[config.mk]
export PLATFORM = sky130hd
export DESIGN_NAME = uart_baud_gen_flat
export DESIGN_NICKNAME = d
export VERILOG_FILES = /design/src/rtl/uart_pkg.sv /design/src/rtl/uart_baud_gen_if.sv /design/src/rtl/uart_baud_frac_acc.sv /design/src/rtl/uart_baud_gen.sv /design/src/flat_wrapper.sv
export SDC_FILE = /design/constraint.sdc
export NUM_CORES = 1
export LEC_CHECK = 0
export ABC_AREA = 1
export CAP_MARGIN = 15
export CORE_ASPECT_RATIO = 0.5
export CORE_MARGIN = 10
export CORE_UTILIZATION = 41
export CTS_CLUSTER_SIZE = 25
export DETAILED_ROUTE_END_ITERATION = 8
export DONT_BUFFER_PORTS = 1
export SLEW_MARGIN = 20
export SYNTH_ARGS = -nofsm -noshare
export SYNTH_HDL_FRONTEND = slang
export SYNTH_SLANG_ARGS = --single-unit
[constraint.sdc]
create_clock -name clk -period 1.8 [get_ports clk]
set_input_delay 0.36 -clock clk [delete_from_list [all_inputs] [get_ports clk]]
set_output_delay 0.36 -clock clk [all_outputs]
set_load 0.05 [all_outputs]
[src/rtl/uart_pkg.sv]
// Shared constants and types for the UART baud tick generator.
package uart_pkg;

  localparam logic BAUD_MODE_TX = 1'b0;
  localparam logic BAUD_MODE_RX = 1'b1;

  localparam int DEFAULT_DIV_9600 = 5208;
  localparam int MIN_DIV          = 2;

  typedef enum logic {IDLE, RUN} baud_state_e;

endpackage

[src/rtl/uart_baud_gen_if.sv]
// Control/status bundle between the TX/RX shift FSMs (master) and the baud generator (slave).
// Optional div_frac lane is present only when UART_BAUD_FRAC_DIV_EN is defined.
interface uart_baud_gen_if #(
  parameter int DIV_W = 16
`ifdef UART_BAUD_FRAC_DIV_EN
  , parameter int FRAC_W = 4
`endif
);
  // Handshake: baud_enable is a level run request. div_load is a one-cycle
  // valid strobe qualifying div_value (and div_frac); there is no ready, every
  // strobe is accepted and div_pending stays high until the value takes effect.
  logic             baud_enable;
  logic             mode;
  logic [DIV_W-1:0] div_value;
  logic             div_load;
`ifdef UART_BAUD_FRAC_DIV_EN
  logic [FRAC_W-1:0] div_frac;
`endif
  logic             clk_baud;
  logic             div_pending;
  logic             running;

  modport master (
    output baud_enable, mode, div_value, div_load,
`ifdef UART_BAUD_FRAC_DIV_EN
    output div_frac,
`endif
    input  clk_baud, div_pending, running
  );

  modport slave (
    input  baud_enable, mode, div_value, div_load,
`ifdef UART_BAUD_FRAC_DIV_EN
    input  div_frac,
`endif
    output clk_baud, div_pending, running
  );

endinterface

[src/rtl/uart_baud_frac_acc.sv]
// Fractional-divisor phase accumulator; exists only when UART_BAUD_FRAC_DIV_EN is defined.
// extend requests a one-cycle-longer period when the tick being generated carries out.
`ifdef UART_BAUD_FRAC_DIV_EN
module uart_baud_frac_acc #(
  parameter int FRAC_W = 4
) (
  input  logic              clk,
  input  logic              reset,
  input  logic              clear,
  input  logic              tick,
  input  logic [FRAC_W-1:0] frac,
  output logic              extend
);

  logic [FRAC_W-1:0] acc_q;
  logic [FRAC_W:0]   sum;

  assign sum    = {1'b0, acc_q} + {1'b0, frac};
  assign extend = sum[FRAC_W];

  // A start tick out of IDLE must accumulate even though IDLE also clears.
  always_ff @(posedge clk or posedge reset) begin
    if (reset) begin
      acc_q <= '0;
    end else if (tick) begin
      acc_q <= sum[FRAC_W-1:0];
    end else if (clear) begin
      acc_q <= '0;
    end
  end

endmodule
`endif

[src/rtl/uart_baud_gen.sv]
// Programmable baud tick generator for the UART TX/RX shift FSMs (TX phase or mid-bit RX phase).
// Optional fractional divisor is enabled by defining UART_BAUD_FRAC_DIV_EN.
module uart_baud_gen #(
  parameter int DIV_W       = 16,
  parameter int DEFAULT_DIV = uart_pkg::DEFAULT_DIV_9600,
  parameter int MIN_DIV     = uart_pkg::MIN_DIV
`ifdef UART_BAUD_FRAC_DIV_EN
  , parameter int FRAC_W    = 4
`endif
) (
  input  logic            clk,
  input  logic            reset,
  uart_baud_gen_if.slave  bus
);

  import uart_pkg::baud_state_e;
  import uart_pkg::IDLE;
  import uart_pkg::RUN;
  import uart_pkg::BAUD_MODE_TX;
  import uart_pkg::BAUD_MODE_RX;

  localparam logic [DIV_W-1:0] DEF_D = DIV_W'(DEFAULT_DIV);
  localparam logic [DIV_W-1:0] MIN_D = DIV_W'(MIN_DIV);

  baud_state_e      state_q, state_d;
  logic [DIV_W-1:0] cnt_q, cnt_d;
  logic [DIV_W-1:0] div_q, div_d;
  logic [DIV_W-1:0] pend_q, pend_d;
  logic             pending_q, pending_d;
  logic             applied_q, applied_d;
  logic             tick_q, tick_d;
  logic             apply;
  logic             extend;
  logic [DIV_W-1:0] eff_div;
  logic [DIV_W-1:0] load_val;

  // A pending divisor is what the next period will use, so reloads look through it.
  assign eff_div  = pending_q ? pend_q : div_q;
  assign load_val = (bus.div_value < MIN_D) ? MIN_D : bus.div_value;

  always_comb begin
    state_d   = state_q;
    tick_d    = 1'b0;
    cnt_d     = cnt_q;
    div_d     = div_q;
    pend_d    = pend_q;
    pending_d = pending_q;
    applied_d = 1'b0;
    apply     = 1'b0;
    case (state_q)
      IDLE: begin
        cnt_d = '0;
        apply = pending_q;
        if (bus.baud_enable) begin
          state_d = RUN;
          case (bus.mode)
            BAUD_MODE_TX: begin
              tick_d = 1'b1;
              cnt_d  = eff_div - DIV_W'(1) + DIV_W'(extend);
            end
            BAUD_MODE_RX: cnt_d = (eff_div >> 1) - DIV_W'(1);
          endcase
        end
      end
      RUN: begin
        if (!bus.baud_enable) begin
          state_d = IDLE;
          cnt_d   = '0;
        end else if (cnt_q == '0) begin
          tick_d    = 1'b1;
          cnt_d     = eff_div - DIV_W'(1) + DIV_W'(extend);
          apply     = pending_q;
          applied_d = pending_q;
        end else begin
          cnt_d = cnt_q - DIV_W'(1);
        end
      end
    endcase
    if (apply) div_d = pend_q;
    if (apply && (state_q == IDLE)) pending_d = 1'b0;
    // In RUN the flag drops at the end of the tick cycle that consumed the value.
    if (applied_q) pending_d = 1'b0;
    if (bus.div_load) begin
      pend_d    = load_val;
      pending_d = 1'b1;
      applied_d = 1'b0;
    end
  end

  always_ff @(posedge clk or posedge reset) begin
    if (reset) begin
      state_q   <= IDLE;
      cnt_q     <= '0;
      div_q     <= DEF_D;
      pend_q    <= DEF_D;
      pending_q <= 1'b0;
      applied_q <= 1'b0;
      tick_q    <= 1'b0;
    end else begin
      state_q   <= state_d;
      cnt_q     <= cnt_d;
      div_q     <= div_d;
      pend_q    <= pend_d;
      pending_q <= pending_d;
      applied_q <= applied_d;
      tick_q    <= tick_d;
    end
  end

`ifdef UART_BAUD_FRAC_DIV_EN
  logic [FRAC_W-1:0] frac_q, pend_frac_q, eff_frac;
  logic              acc_tick, acc_clear;

  assign eff_frac  = pending_q ? pend_frac_q : frac_q;
  assign acc_tick  = bus.baud_enable &&
                     (((state_q == IDLE) && (bus.mode == BAUD_MODE_TX)) ||
                      ((state_q == RUN) && (cnt_q == '0)));
  assign acc_clear = (state_q == IDLE) || !bus.baud_enable;

  always_ff @(posedge clk or posedge reset) begin
    if (reset) begin
      frac_q      <= '0;
      pend_frac_q <= '0;
    end else begin
      if (apply)        frac_q      <= pend_frac_q;
      if (bus.div_load) pend_frac_q <= bus.div_frac;
    end
  end

  uart_baud_frac_acc #(.FRAC_W(FRAC_W)) u_frac_acc (
    .clk    (clk),
    .reset  (reset),
    .clear  (acc_clear),
    .tick   (acc_tick),
    .frac   (eff_frac),
    .extend (extend)
  );
`else
  assign extend = 1'b0;
`endif

  assign bus.clk_baud    = tick_q;
  assign bus.div_pending = pending_q;
  assign bus.running     = (state_q == RUN);

endmodule

[src/flat_wrapper.sv]
// flat-port wrapper written by rule: the top's interface ports become plain ports
module uart_baud_gen_flat import uart_pkg::baud_state_e; import uart_pkg::IDLE; import uart_pkg::RUN; import uart_pkg::BAUD_MODE_TX; import uart_pkg::BAUD_MODE_RX;
#(
  parameter int DIV_W       = 16,
  parameter int DEFAULT_DIV = uart_pkg::DEFAULT_DIV_9600,
  parameter int MIN_DIV     = uart_pkg::MIN_DIV

)
  (clk, reset, bus_baud_enable, bus_mode, bus_div_value, bus_div_load, bus_clk_baud, bus_div_pending, bus_running);
  uart_baud_gen_if #(.DIV_W(DIV_W)) bus_i ();
  input  logic clk;
  input  logic reset;
  input wire logic [$bits(bus_i.baud_enable)-1:0] bus_baud_enable;
  input wire logic [$bits(bus_i.mode)-1:0] bus_mode;
  input wire logic [$bits(bus_i.div_value)-1:0] bus_div_value;
  input wire logic [$bits(bus_i.div_load)-1:0] bus_div_load;
  output wire logic [$bits(bus_i.clk_baud)-1:0] bus_clk_baud;
  output wire logic [$bits(bus_i.div_pending)-1:0] bus_div_pending;
  output wire logic [$bits(bus_i.running)-1:0] bus_running;
  assign bus_i.baud_enable = bus_baud_enable;
  assign bus_i.mode = bus_mode;
  assign bus_i.div_value = bus_div_value;
  assign bus_i.div_load = bus_div_load;
  assign bus_clk_baud = bus_i.clk_baud;
  assign bus_div_pending = bus_i.div_pending;
  assign bus_running = bus_i.running;
  uart_baud_gen #(.DIV_W(DIV_W), .DEFAULT_DIV(DEFAULT_DIV), .MIN_DIV(MIN_DIV)) u_core (.clk(clk), .reset(reset), .bus(bus_i));
endmodule
### Word-level counts from Yosys, hierarchy flattened

Cells that the tools add are included.

* output and inout port bits: 3
* flip-flop bits (word level): 52
* logic and storage cells: 37
* bits of input ports: 21

* reductions and logical operators: 3
* bitwise operators: 2
* $add $sub $neg: 3
* $lt $le $gt $ge: 1
* muxes and demuxes: 21

Operator list (number)
* two-way mux 16 bit: 5
* one-hot mux 16 bit (2 select lines): 2
* subtractor 16 x 1 -> 16 bit (second input constant): 2
* zero test 16 bit: 1
* less-than comparator 16 x 2 -> 1 bit (second input constant): 1
* subtractor 15 x 1 -> 16 bit (second input constant): 1
* two-way mux 1 bit: 12
* one-hot mux 1 bit (2 select lines): 2
* nonzero test 3 bit: 1
* inverter 1 bit: 2
* logical AND 1 bit: 1

### Longest topological paths before layout

Gate-level depths: netlist of the first run.

* depth in word-level cells: 8
* depth in mapped cells: 13
* mapped depth without buffers: 13

### Worst setup path after synthesis of the first run

OpenSTA, ideal clock, no wires.

* kind: register to register
* from: register u_core.pending_q, in the netlist u_core.bus.div_pending
* to: register u_core.cnt_q[11]
* required time: 1.681 ns
* cell stages (with the launch flop): 14
* setup slack: -0.335 ns
* arrival: 2.016 ns
* setup time: 0.119 ns
* path buffers: 1
* clock period less this slack: 2.135 ns
* path through: dfrtp_1 -> buf_4 -> nand2_1 -> o21ai_1 -> inv_1 -> ha_1 -> nand2_1 -> nand2_1 -> nor2_2 -> nand2_1 -> nand2_1 -> nand3_1 -> nand4_1 -> nand2_1

* longest elaborated chain between the ends: 5
* elaborated cells between the ends (all ways): 8

RTL lines
* start, declared: RTL line uart_baud_gen.sv:29 `logic pending_q, pending_d;`
* start signal, assigned: RTL line uart_baud_gen.sv:104 `pending_q <= pending_d;`
* two-way mux 16 bit *: RTL line uart_baud_gen.sv:38 `assign eff_div = pending_q ? pend_q : div_q;`
* subtractor 16 x 1 -> 16 bit or subtractor 15 x 1 -> 16 bit (tied branches): RTL line uart_baud_gen.sv:59, uart_baud_gen.sv:71, uart_baud_gen.sv:61
* one-hot mux 16 bit (2 select lines) or two-way mux 16 bit (tied branches): RTL line uart_baud_gen.sv:56, uart_baud_gen.sv:69
* two-way mux 16 bit (on tied branches): RTL line uart_baud_gen.sv:54, uart_baud_gen.sv:66
* one-hot mux 16 bit (2 select lines) *: RTL line uart_baud_gen.sv:50 `case (state_q)`
* net u_core.cnt_d[11]: RTL line uart_baud_gen.sv:26 `logic [DIV_W-1:0] cnt_q, cnt_d;`
* end signal, assigned: RTL line uart_baud_gen.sv:101 `cnt_q <= cnt_d;`
* end, declared: RTL line uart_baud_gen.sv:26

Mark *: on every way through the listed nets, which the timed path passes. The rest lies on a longest branch.
A chain may end at the register's enable or synchronous reset.

### Worst setup path in the final report of the first run

* from: register u_core.pending_q, in the netlist u_core.bus.div_pending
* to: register u_core.cnt_q[12]

The elaborated chain is that of the path after synthesis.

==> results of run 1 <==
## kinds of logic after synthesis
logic type | count (synthesis) | share of synthesized area [%]
and+or+nand+nor | 316 | 39.7
buffers and inverters | 80 | 9.23
AOI/OAI and AO/OA | 64 | 9.48
DFF | 52 | 37.0
xor gates and xnor gates | 10 | 2.47
adders and majority gates | 5 | 1.76
muxes | 1 | 0.317
## area by class of cell
| class | instances | area [sq um] |
|---|---|---|
| repair buffers | 74 | 716 |
| flip-flops and latches | 52 | 1320 |
| well taps | 112 | 140 |
| multi-input cells | 396 | 2520 |
| inverters | 65 | 254 |
| fillers | 702 | 3090 |
| clock buffers | 6 | 129 |
| clock inverters | 2 | 38.8 |
## critical path: cells and delay by family (launching register included)
| family | cells | cell delay, ps |
|---|---|---|
| DFF | 1 | 440 |
| and+or+nand+nor | 10 | 890 |
| buffers and inverters | 4 | 460 |
## through the flow
stage,power [uW],TNS [ps],worst slack [ps]
global placement,2760,-16.8,-13.7
floorplan,2350,-5.51,-3.26
finish,4370,-158,-86.2
global route,4630,-2200,-207
detailed placement,2770,-64.0,-31.3
CTS,3950,-7.08,-6.89
## where the power goes
| group | switching, uW | internal [uW] | total [uW] |
|---|---|---|---|
| clock network | 463 | 663 | 1130 |
| registers | 143 | 1340 | 1490 |
| logic | 1020 | 739 | 1760 |
| total | 1630 | 2740 | 4370 |
## flip-flops by register name (all words and copies together), names as in the netlist
name	cells
u_core.pend_q	16
u_core.div_q	16
u_core.bus.div_pending	1
u_core.cnt_q	16
u_core.applied_q	1
u_core.bus.clk_baud	1
u_core.bus.running	1
## repair_timing
item                                   4_1_cts  5_1_grt
gates cloned                                 0        5
endpoints found under the hold margin       14        0
hold buffers                                 1        0
buffers inserted                             5       16
pin swaps                                   10       59
setup endpoints to repair                    6       32
resized for setup                           26      154
## per-layer routing
metal	vias up	track usage [%]	routed length, um
li1	1821	-	-
met1	1668	23.5	5480
met2	98	21.8	4830
met3	12	3.20	585
met4	0	2.84	132
met5	-	0	0
## worst paths after layout
kind,to,slack [ps],depth (start not counted)
min in group asynchronous,u_core.div_q[1],550,2
worst min-delay path,u_core.bus.running,90,0
worst min register to register,u_core.bus.div_pending,430,1
max in group asynchronous,u_core.pend_q[10],620,3
worst max register to register,u_core.cnt_q[12],-90,14
worst max-delay path,u_core.cnt_q[12],-90,14
## layout by cell type, fill, tap and decap left out, types with 9 or more instances in the layout
| cell | Yosys | routed |
|---|---|---|
| buf_4 | 2 | 58 |
| clkbuf_16 | 0 | 9 |
| dfrtp_1 | 42 | 41 |
| dfstp_2 | 10 | 10 |
| inv_1 | 60 | 53 |
| inv_2 | 4 | 10 |
| nand2_1 | 157 | 114 |
| nand2_2 | 11 | 32 |
| nand2_4 | 1 | 23 |
| nand3_1 | 57 | 45 |
| nand3_2 | 2 | 12 |
| nand4_1 | 14 | 14 |
| nor2_1 | 52 | 26 |
| nor2_2 | 12 | 17 |
| nor2_4 | 3 | 24 |
| o21ai_0 | 42 | 26 |
| o21ai_1 | 5 | 10 |
==> impl_metrics.env, run 1 <==
export IMPL_status="complete, but fails checks"
export IMPL_failed_checks="setup timing"
export IMPL_syn_nets=554
export IMPL_clock_sinks=52
export IMPL_crit_required_ps=2030
export IMPL_die_w_um=152
export IMPL_path_clk_slew_ps=70
export IMPL_die_height_um=85.8
export IMPL_rows=23
export IMPL_place_hpwl_um=7440
export IMPL_core_sq_um=8200
export IMPL_yosys_area_top_type="dfrtp_1"
export IMPL_antenna_found_initial=0
export IMPL_synth_edff_count=0
export IMPL_drive_above_1_share_pct=40.3
export IMPL_worstPathCellList="buf_12 -> inv_8 -> buf_8 -> nand2_2 -> nand2_2 -> nand2_4 -> nor2_4 -> buf_6 -> nand3b_1 -> nand2_1 -> nand2_1 -> nor2_2 -> nor2_1 -> nor2_1"
export IMPL_yosysMostFrequentCell="nand2_1"
export IMPL_avgSynthCellArea_sq_um=6.72
export IMPL_hold_path_class="in -> reg"
export IMPL_power_density_nw_per_um2=855
export IMPL_max_freq_mhz=530
export IMPL_arrival_ps=2110
export IMPL_path_max_fanout=7
export IMPL_leakage_uw=0.00244
export IMPL_fin_crit_sh_pct=105
export IMPL_die_area_sq_um=13000
export IMPL_cap_violations=0
export IMPL_synth_cell_type_count=36
export IMPL_clockBufferDepth=2
export IMPL_instances_no_fill=707
export IMPL_ys_top_cells_by_count="nand2_1 (157), inv_1 (60), nand3_1 (57)"
export IMPL_grt_first_pass_wirelength_um=16500
export IMPL_grt_use_total_pct=15.4
export IMPL_ys_seq_elements=52
export IMPL_io_pins=24
export IMPL_finalCriticalPeriod_ps=1890
export IMPL_grt_pass1_vias=3311
export IMPL_numPortBuffers=0
export IMPL_fin_util_pct=62.4
export IMPL_start_util_pct=43.3
export IMPL_grt_overflow=0
export IMPL_vias_per_cell=5.09
export IMPL_clock_latency_ps=300
export IMPL_drv_slew=0
export IMPL_drt_iter0_drc=211
export IMPL_synth_top_area_share_pct=29.6
export IMPL_dp_cells=672
export IMPL_drc=0
export IMPL_cpPeakStageDelay_ps=440
export IMPL_start_kind="register"
export IMPL_rsz0062_at_grt="true"
export IMPL_ant_nets=0
export IMPL_final_hold_violation_count=0
export IMPL_endpoint_kind="register"
export IMPL_tightest_slew_ps=502
export IMPL_vias=3599
export IMPL_r2r_start="u_core.bus.div_pending"
export IMPL_grt_start_max_net_pins=34
export IMPL_whs_ps=86.8
export IMPL_worstSetupStartpoint="u_core.bus.div_pending"
export IMPL_synth_area_leaders="dfrtp_1 (30%), nand2_1 (17%), nand3_1 (8.0%)"
export IMPL_cts_tree="done"
export IMPL_syn2layout_area_growth_pct=44.1
export IMPL_htree_levels=2
export IMPL_final_area_sq_um=5120
export IMPL_fin_worst_skew_ps=5.29
export IMPL_synth_async_reset_ratio_pct=100
export IMPL_wl_per_cell_um=15.6
export IMPL_synth_ff_type="dfrtp_1"
export IMPL_dpl_cell_area_sq_um=4080
export IMPL_min_delay_start="bus_baud_enable"
export IMPL_cp_slowest_cell="dfrtp_2"
export IMPL_ctsRootBufferMaster="clkbuf_16"
export IMPL_synth_yosys_seq_area_share_pct=37.0
export IMPL_antenna_diode_count=0
export IMPL_vdd_ir_drop_max_v=0.000514
export IMPL_setup_viol=7
export IMPL_path_class="reg -> reg"
export IMPL_cts_buffers=5
export IMPL_max_slew_margin_rel_pct=66.5
export IMPL_layout_setup_ws_ps=-86.2
export IMPL_dr_pass1_iters=4
export IMPL_syn_inst=528
export IMPL_routabilityCongestion=0.925
export IMPL_routed_wl_um=11000
export IMPL_nets=620
export IMPL_synth_area_sq_um=3550
export IMPL_ys_warn_count=0
Power figures use the tool's default switching activity.
==> run 2, diff against run 1 <==
--- a/config.mk
+++ b/config.mk
@@ -10,6 +10,7 @@
 export CORE_ASPECT_RATIO = 0.5
 export CORE_MARGIN = 10
 export CORE_UTILIZATION = 41
+export CTS_BUF_LIST = sky130_fd_sc_hd__clkbuf_4
 export CTS_CLUSTER_SIZE = 25
 export DETAILED_ROUTE_END_ITERATION = 8
 export DONT_BUFFER_PORTS = 1
==> run 2 against run 1 <==
Against the previous run: the flow still finishes with violations (setup timing); routed wire length shrank 7.9%; worst hold slack lost 68 ps; clock skew grew 8.2 ps; clock power shrank 36%; register-to-register slack gained 30 ps; total power shrank 13%; combinational power shrank 9%.
==> impl_metrics.env, run 2 (synthesis gave the netlist of run 1 again) <==
export IMPL_die_height_um=85.8
export IMPL_cp_depth=14
export IMPL_cts_tree="done"
export IMPL_seq_area_sq_um=1320
export IMPL_finalCriticalPeriod_ps=1860
export IMPL_clock_latency_ps=390
export IMPL_path_clk_slew_ps=160
export IMPL_drc=0
export IMPL_path_max_fanout=7
export IMPL_hold_path_class="in -> reg"
export IMPL_layout_setup_ws_ps=-61.2
export IMPL_grt_pass1_vias=3352
export IMPL_fin_worst_skew_ps=13.4
export IMPL_setup_viol=6
export IMPL_dpl_cell_area_sq_um=4080
export IMPL_start_kind="register"
export IMPL_cpPeakStageDelay_ps=470
export IMPL_routabilityCongestion=0.925
export IMPL_core_sq_um=8200
export IMPL_antenna_diode_count=0
export IMPL_rows=23
export IMPL_ctsRootBufferMaster="clkbuf_4"
export IMPL_grt_use_total_pct=15.6
export IMPL_place_hpwl_um=7440
export IMPL_antenna_found_initial=0
export IMPL_cap_violations=0
export IMPL_grt_first_pass_wirelength_um=16700
export IMPL_io_pins=24
export IMPL_crit_family="simple AND/OR/NAND/NOR gates"
export IMPL_cp_slowest_cell="dfrtp_2"
export IMPL_leakage_uw=0.00228
export IMPL_max_slew_margin_rel_pct=67.1
export IMPL_start_util_pct=43.3
export IMPL_nets=611
export IMPL_place_ws_ps=-31.3
export IMPL_die_area_sq_um=13000
export IMPL_worstPathCellList="buf_12 -> inv_6 -> buf_8 -> nand2_1 -> nand2_2 -> nand2_4 -> nor2_4 -> buf_6 -> nand3b_1 -> nand2_1 -> nand2_1 -> nor2_2 -> nor2_1 -> nor2_1"
export IMPL_htree_levels=2
export IMPL_vias=3465
export IMPL_path_class="reg -> reg"
export IMPL_die_w_um=152
export IMPL_dr_pass1_iters=5
export IMPL_vias_per_cell=4.96
export IMPL_status="complete, but fails checks"
export IMPL_final_area_sq_um=4750
export IMPL_vdd_ir_drop_max_v=0.000695
export IMPL_arrival_ps=2200
export IMPL_cts_buffers=5
export IMPL_grt_start_max_net_pins=34
export IMPL_rsz0062_at_grt="true"
export IMPL_failed_checks="setup timing"
export IMPL_drv_slew=0
export IMPL_ant_nets=0
export IMPL_multiInputGateArea_sq_um=2340
export IMPL_clock_sinks=52
export IMPL_drt_iter0_drc=162
export IMPL_final_hold_violation_count=0
export IMPL_numPortBuffers=0
export IMPL_layout_commonest_cell="nand2_1"
export IMPL_fillers=779
export IMPL_grt_overflow=0
export IMPL_finalPower_uw=3790
export IMPL_fin_crit_sh_pct=103
export IMPL_power_density_nw_per_um2=799
export IMPL_holdPathStages=1
export IMPL_critical_path_n_buffers_inverters=4
export IMPL_routed_wl_um=10200
export IMPL_reg2regPathDepth=14
export IMPL_clockBufferDepth=2
export IMPL_worst_path_most_repeated_cell="nand2_1"
export IMPL_drive_above_1_share_pct=32.6
export IMPL_top_regs="u_core.cnt_q x16, u_core.div_q x16, u_core.pend_q x16"
export IMPL_max_freq_mhz=537
export IMPL_syn2layout_area_growth_pct=33.7
export IMPL_tightest_slew_ps=493
export IMPL_endpoint_kind="register"
export IMPL_wl_per_cell_um=14.6
export IMPL_final_cell_mix="nand2_1 (127), inv_1 (53), buf_4 (50), nand3_1 (46), dfrtp_1 (41)"
export IMPL_crit_required_ps=2130
[run 2: changes by cell type in the layout (fill, tap and decap cells not counted), moves of 7 or more]
cell       delta
buf_4         -8
nand2_1      +13
a21oi_2       -7
clkbuf_16     -7
a21oi_1       +7
nor2_4        -9
nor2_1       +11
o21ai_0       +8
nand2_2      -10
[run 2: layout make-up]
type,instances,area share (%)
Tap cell,112,2.95
Timing Repair Buffer,65,12.9
Clock inverter,2,0.817
Sequential cell,52,27.7
Multi-Input combinational cell,396,49.3
Clock buffer,6,0.949
Inverter,65,5.35
[run 2: report_power, final]
group          switching, uW  total [uW]  internal, uW
logic                    947        1610           660
registers                121        1460          1340
clock network            410         725           314
[run 2: what timing repair did]
action | in CTS | in global routing
hold buffers | 2 | 2
endpoints found under the hold margin | 16 | 3
gates resized for setup | 31 | 89
pin swaps | 14 | 42
endpoints found under the setup margin | 8 | 32
buffers inserted | 6 | 6
cloned | 0 | 2
[run 2: worst register-to-register path: stages (launching register included)]
cell and delay, ps:
dfrtp_2 470, buf_12 160, inv_6 80, buf_8 120, nand2_1 80, nand2_2 100, nand2_4 80, nor2_4 110
buf_6 110, nand3b_1 80, nand2_1 70, nand2_1 60, nor2_2 120, nor2_1 50, nor2_1 110
[run 2: per-layer routing]
metal	track usage (%)	vias to the layer above	share of wire [%]	wire (um)
met4	2.93	0	0.94	96
met1	23.5	1574	53	5350
met2	22.1	81	41	4160
li1	-	1802	-	-
met5	0	-	0	0
met3	3.46	8	5.4	548
[run 2: worst paths after layout]
kind	startpoint	endpoint	slack, ps
setup / recovery	u_core.bus.div_pending	u_core.cnt_q[12]	-60
hold / removal	bus_div_load	u_core.pend_q[4]	20
setup reg to reg	u_core.bus.div_pending	u_core.cnt_q[12]	-60
hold reg to reg	u_core.applied_q	u_core.bus.div_pending	430
max in group asynchronous	reset	u_core.pend_q[10]	730
min in group asynchronous	reset	u_core.div_q[1]	430
[run 2: per-stage QoR]
stage                     utilization, %  setup TNS, ps  hold slack [ps]  std cells
after floorplan                        -          -5.51              391        528
after global placement              49.7          -16.8              301        672
after detailed placement            49.7          -64.0              299        672
after CTS                           52.7          -25.4            -35.4        688
after global routing                57.9          -2280             8.87        698
final                               57.9           -156             18.7        698
